[src/rtl/frame_sched_pkg.sv]
// Shared types and constants for the per-frame render scheduler.
package frame_sched_pkg;

  localparam int unsigned FRAME_COUNT_W     = 16;
  localparam int unsigned OVERRUN_W         = 8;
  localparam int unsigned DEFAULT_BG_COLOUR = 0;

  typedef enum logic [3:0] {
    IDLE,
    WAIT_TICK,
    CLEAR,
    CLEAR_WAIT,
    MVP,
    MVP_WAIT,
    DRAW,
    DRAW_WAIT,
    NEXT,
    DONE
  } state_t;

endpackage

[src/rtl/frame_scheduler.sv]
// Tick-paced frame controller: optional screen clear, then MVP + draw per object.
// Optional clear stage enabled by defining FRAME_SCHED_CLEAR_EN.
module frame_scheduler
  import frame_sched_pkg::*;
#(
  parameter int unsigned WIDTH        = 32,
  parameter int unsigned COLOUR_WIDTH = 3,
  parameter int unsigned MAX_OBJECTS  = 4,
  parameter int unsigned BG_COLOUR    = DEFAULT_BG_COLOUR,
  localparam int unsigned OW          = $clog2(MAX_OBJECTS) + 1
) (
  input  logic                     clock,
  input  logic                     reset,
  input  logic                     enable,
  input  logic                     frame_tick,
  input  logic [OW-1:0]            obj_count,
  output logic [OW-2:0]            obj_idx,
  input  logic [WIDTH-1:0]         obj_vtx_count,
  input  logic [WIDTH-1:0]         obj_tri_count,
  output logic                     mvp_start,
  output logic                     mvp_update_mvp,
  output logic [WIDTH-1:0]         mvp_count,
  input  logic                     mvp_done,
  output logic                     tri_start,
  output logic [WIDTH-1:0]         tri_count,
  input  logic                     tri_done,
  output logic                     clr_start,
  output logic [COLOUR_WIDTH-1:0]  new_screen_colour,
  input  logic                     clr_done,
  output logic                     screen_sel,
  output logic                     busy,
  output logic                     frame_done,
  output logic [FRAME_COUNT_W-1:0] frame_count,
  output logic [OVERRUN_W-1:0]     overrun_count
);

  state_t           state, state_d;
  logic [OW-1:0]    idx, idx_d;
  logic [OW-1:0]    count_cl;
  logic             mvp_start_d, mvp_update_d, tri_start_d, clr_start_d;
  logic             screen_sel_d, busy_d, frame_done_d;
  logic [WIDTH-1:0] mvp_count_d, tri_count_d;

`ifndef FRAME_SCHED_CLEAR_EN
  logic unused_clr_done;
  assign unused_clr_done = clr_done;
`endif

  assign count_cl = (obj_count > OW'(MAX_OBJECTS)) ? OW'(MAX_OBJECTS) : obj_count;
  assign obj_idx  = idx[OW-2:0];

  // Next state plus the values every output register takes on the next edge.
  always_comb begin
    state_d      = state;
    idx_d        = idx;
    mvp_start_d  = 1'b0;
    mvp_update_d = 1'b0;
    tri_start_d  = 1'b0;
    clr_start_d  = 1'b0;
    screen_sel_d = 1'b0;
    busy_d       = 1'b0;
    frame_done_d = 1'b0;
    mvp_count_d  = mvp_count;
    tri_count_d  = tri_count;

    case (state)
      IDLE:      if (enable) state_d = WAIT_TICK;
      WAIT_TICK: begin
        if (frame_tick) begin
`ifdef FRAME_SCHED_CLEAR_EN
          state_d = CLEAR;
`else
          state_d = (count_cl == '0) ? DONE : MVP;
`endif
        end else if (!enable) begin
          state_d = IDLE;
        end
      end
`ifdef FRAME_SCHED_CLEAR_EN
      CLEAR:      state_d = CLEAR_WAIT;
      CLEAR_WAIT: if (clr_done) state_d = (count_cl == '0) ? DONE : MVP;
`endif
      MVP:        state_d = MVP_WAIT;
      MVP_WAIT:   if (mvp_done) state_d = DRAW;
      DRAW:       state_d = (tri_count == '0) ? NEXT : DRAW_WAIT;
      DRAW_WAIT:  if (tri_done) state_d = NEXT;
      NEXT:       state_d = (idx >= count_cl) ? DONE : MVP;
      DONE:       state_d = enable ? WAIT_TICK : IDLE;
      default:    state_d = IDLE;
    endcase

    // Index advances on entry to NEXT so the table already shows the next object there.
    if (state_d == IDLE || state_d == WAIT_TICK || state_d == CLEAR) idx_d = '0;
    if (state_d == NEXT) idx_d = idx + OW'(1);

    if (state_d == MVP) begin
      mvp_start_d  = 1'b1;
      mvp_update_d = (idx == '0);
      mvp_count_d  = obj_vtx_count;
    end
    if (state_d == DRAW) begin
      tri_start_d = (obj_tri_count != '0);
      tri_count_d = obj_tri_count;
    end
`ifdef FRAME_SCHED_CLEAR_EN
    clr_start_d  = (state_d == CLEAR);
    screen_sel_d = (state_d == CLEAR) || (state_d == CLEAR_WAIT);
`endif
    busy_d       = (state_d != IDLE) && (state_d != WAIT_TICK);
    frame_done_d = (state_d == DONE);
  end

  // State, index and all output registers.
  always_ff @(posedge clock) begin
    if (reset) begin
      state             <= IDLE;
      idx               <= '0;
      mvp_start         <= 1'b0;
      mvp_update_mvp    <= 1'b0;
      mvp_count         <= '0;
      tri_start         <= 1'b0;
      tri_count         <= '0;
      clr_start         <= 1'b0;
      new_screen_colour <= '0;
      screen_sel        <= 1'b0;
      busy              <= 1'b0;
      frame_done        <= 1'b0;
      frame_count       <= '0;
      overrun_count     <= '0;
    end else begin
      state             <= state_d;
      idx               <= idx_d;
      mvp_start         <= mvp_start_d;
      mvp_update_mvp    <= mvp_update_d;
      mvp_count         <= mvp_count_d;
      tri_start         <= tri_start_d;
      tri_count         <= tri_count_d;
      clr_start         <= clr_start_d;
      new_screen_colour <= COLOUR_WIDTH'(BG_COLOUR);
      screen_sel        <= screen_sel_d;
      busy              <= busy_d;
      frame_done        <= frame_done_d;
      if (frame_done_d) frame_count <= frame_count + FRAME_COUNT_W'(1);
      // A tick arriving mid-frame is dropped and only counted.
      if (frame_tick && busy && overrun_count != '1)
        overrun_count <= overrun_count + OVERRUN_W'(1);
    end
  end

endmodule

[config.mk]
export PLATFORM = sky130hd
export DESIGN_NAME = frame_scheduler
export DESIGN_NICKNAME = d
export VERILOG_FILES = /design/src/rtl/frame_sched_pkg.sv /design/src/rtl/frame_scheduler.sv
export SDC_FILE = /design/constraint.sdc
export NUM_CORES = 1
export LEC_CHECK = 0
export CORE_MARGIN = 4
export CORE_UTILIZATION = 40
export CTS_BUF_LIST = sky130_fd_sc_hd__clkbuf_4 sky130_fd_sc_hd__clkbuf_8
export DETAILED_ROUTE_END_ITERATION = 6
export PLACE_DENSITY_LB_ADDON = 0.25
export SLEW_MARGIN = 40
export SYNTH_ARGS = -nofsm -noshare
export SYNTH_HDL_FRONTEND = slang
export SYNTH_SLANG_ARGS = --single-unit
[constraint.sdc]
create_clock -name clock -period 6.5 [get_ports clock]
set_input_delay 1.3 -clock clock [delete_from_list [all_inputs] [get_ports clock]]
set_output_delay 1.3 -clock clock [all_outputs]
set_load 0.05 [all_outputs]
==> insert_results.sql <==
INSERT INTO impl_metrics (metric_group, metric, value, unit) VALUES
('status', 'run_status', 'finished, final reports clean', ''),
('sta', 'layout_worst_path_cycle_share', '54.0', '%'),
('power_and_ir_drop', 'clkPwrFrac', '32.4', '%'),
('cts', 'clk_latency', '0.36', 'ns'),
('power_and_ir_drop', 'seq_power_share', '50.9', '%'),
('sta', 'min_period', '3.51', 'ns'),
('grt', 'groute.usage.overall', '18.1', '%'),
('logic_synthesis', 'synth_edf_count', '0', ''),
('logic_synthesis', 'async_reset_ff_share', '0', '%'),
('logic_synthesis', 'postSynthAreaPerCell', '8.94', 'um2'),
('setup_path', 'cp.arrival', '3.73', 'ns'),
('drt', 'detail_route.drc_violations', '0', ''),
('finish', 'syn_to_final_growth', '46.4', '%'),
('setup_path', 'path_class', 'in2reg', ''),
('power_and_ir_drop', 'sw_frac_of_total', '27.8', '%'),
('placed_design', 'detailedPlacementHpwl', '8.28', 'mm'),
('drt', 'finalWirelength', '11.4', 'mm'),
('logic_synthesis', 'yosys_warnings', '0', ''),
('setup_path', 'critPathSlowestCell', 'clkdlybuf4s50_1', ''),
('setup_path', 'r2r_setup_slack', '4.10', 'ns'),
('worst_hold_path', 'hold_path.class', 'reg2reg', ''),
('sta', 'finalClockSkew', '0.0162', 'ns'),
('drt', 'avgRoutedWirePerCell', '15.0', 'um'),
('sta', 'slew-limit-headroom', '57.3', '%'),
('floorplanning', 'fp.dieH', '110', 'um'),
('sta', 'setup-violations-final', '0', ''),
('sta', 'setup_repair_after_global_routing_missed_its_margin', 'false', ''),
('logic_synthesis', 'synth_seq_cells', '100', ''),
('floorplanning', 'fp.dieW', '110', 'um'),
('finish', 'utilization', '61.2', '%'),
('floorplanning', 'dieArea', '12100', 'um2'),
('cts', 'clock_tree.htree_level_count', '3', ''),
('setup_path', 'critPathCaptureType', 'flip-flop', ''),
('logic_synthesis', 'yosysMostFrequentCell', 'dfxtp_1', ''),
('logic_synthesis', 'syn-instance-count', '466', ''),
('power_and_ir_drop', 'internal-power', '907', 'uW'),
('logic_synthesis', 'synth.yosys.seq_area_share', '48.1', '%'),
('logic_synthesis', 'ys_dominant_reg_cell', 'dfxtp_1', ''),
('cts', 'clock_tree_from_tritoncts', 'built', ''),
('cts', 'clock_tree.root_cell', 'clkbuf_8', ''),
('floorplanning', 'boundaryPins', '174', ''),
('grt', 'antenna_violations_before_repair', '0', ''),
('logic_synthesis', 'syn_area', '4160', 'um2'),
('drt', 'detail-route-antenna-nets', '0', ''),
('power_and_ir_drop', 'power.static_leakage', '0.00231', 'uW'),
('cts', 'post_cts.resized_instances', '0', ''),
('sta', 'timing_max_transition_violations_final', '0', ''),
('logic_synthesis', 'yosys-top-cells-area', 'dfxtp_1, mux2i_1, nand2_1', ''),
('worst_hold_path', 'worstHoldEndpoint', 'tri_count[28]', ''),
('setup_path', 'reg2reg_to', 'mvp_count[31]', ''),
('sta', 'hold_viol', '0', ''),
('cts', 'cts.clk_slew.worst_paths', '0.09', 'ns'),
('cts', 'numCtsBuffers', '9', ''),
('setup_path', 'crit_path_max_fanout', '34', ''),
('setup_path', 'worst_r2r_startpoint', 'idx[0]', ''),
('job', 'maxCapViolCount', '0', ''),
('logic_synthesis', 'synth_cell_types', '45', ''),
('power_and_ir_drop', 'power.share.combinational', '16.7', '%'),
('placed_design', 'gp_congestion', '0.800', ''),
('floorplanning', 'initial_core_utilization', '41.8', '%'),
('sta', 'worst_pin_slew', '0.641', 'ns'),
('setup_path', 'critPathMaxStageDelay', '0.53', 'ns'),
('grt', 'grt_overflow', '0', ''),
('power_and_ir_drop', 'vdd_ir_drop_max', '0.121', 'mV'),
('drt', 'vias', '3791', ''),
('setup_path', 'required', '6.72', 'ns'),
('sta', 'finalSetupTns', '0', 'ns'),
('drt', 'drt-vias-per-instance', '4.99', ''),
('finish', 'fin_nets', '702', ''),
('drt', 'dr.first_iter.drc_count', '187', ''),
('worst_hold_path', 'hold_start', 'tri_count[28]', '');
-- worst max path at each step --
stage                            to  slack [ns]    startpoint
floorplan           frame_count[15]        3.53  obj_count[0]
global placement             idx[1]        2.52  obj_count[2]
detailed placement           idx[1]        2.53  obj_count[2]
CTS                          idx[1]        2.91  obj_count[2]
global route          mvp_count[13]        2.74  obj_count[2]
finish                mvp_count[31]        2.99  obj_count[2]
-- placed cells by master (no fill, tap or decap), drive strengths merged, types with 6 or more instances in the layout --
| cell type | synthesis | routed |
|---|---|---|
| nor4 | 20 | 20 |
| inv | 4 | 6 |
| xnor2 | 14 | 14 |
| mux2i | 34 | 34 |
| nand2 | 78 | 78 |
| clkbuf | 19 | 10 |
| nand4 | 8 | 8 |
| nor4b | 8 | 8 |
| clkdlybuf4s50 | 0 | 166 |
| ha | 7 | 7 |
| dfxtp | 100 | 100 |
| a21oi | 39 | 39 |
| nor2 | 60 | 60 |
| or3 | 7 | 7 |
| o21ai | 7 | 7 |
-- metrics by stage --
step / setup WS (ns) / cells / power, uW / cell area (um2)
2_1_floorplan: 3.53 / 470 / 777 / 4180
3_3_place_gp: 2.52 / 742 / 861 / 5880
3_5_place_dp: 2.53 / 742 / 864 / 5890
4_1_cts: 2.91 / 758 / 1270 / 6090
5_1_grt: 2.74 / 759 / 1310 / 6100
6_report: 2.99 / 759 / 1260 / 6100
-- critical path: cells and delay by family --
family / cells / cell delay, ns
compound gates: 3 / 0.61
simple gates: 2 / 0.13
fa+ha+maj: 1 / 0.30
mux: 1 / 0.26
buf+inv: 3 / 1.11
-- power groups by stage --
stage               sequential (uW)  clock, uW  combinational (uW)
finish                          640        406                 210
global route                    642        448                 223
CTS                             640        422                 211
detailed placement              654          0                 210
global placement                653          0                 208
floorplan                       705          0                71.6
-- routing by layer --
metal	share of wire, %	track usage, %	vias to the layer above
met5	0	0	-
met4	1.7	5.88	0
met3	7.9	4.66	16
met2	48	31.3	132
met1	43	21.9	1741
li1	-	-	1902
-- state kept, by name, summed over array words and instances, names as in the netlist --
signal,flops
mvp_update_mvp,1
tri_count,32
frame_count,16
state,4
mvp_start,1
overrun_count,8
frame_done,1
idx,3
mvp_count,32
busy,1
tri_start,1
-- final cells by class --
cell class	count	area, um2	area share, %
multi-input cells	335	2010	33.0
clock inverters	6	72.6	1.19
flip-flops and latches	100	2000	32.8
inverters	4	15.0	0.246
repair buffers	171	1700	27.9
well taps	133	166	2.73
clock buffers	10	131	2.15
-- cell families after synthesis --
kind of cell / after synthesis / share of synthesized area [%]
flip-flops: 100 / 48.1
AND/OR/NAND/NOR: 213 / 25.4
XOR/XNOR: 19 / 4.00
adder cells (fa/ha/maj): 7 / 2.10
AO/OA/AOI/OAI: 57 / 7.72
multiplexers: 34 / 8.17
buffers and inverters: 35 / 4.45
other: 1 / 0.0901
Note: power is estimated with default switching activity, not from simulation.
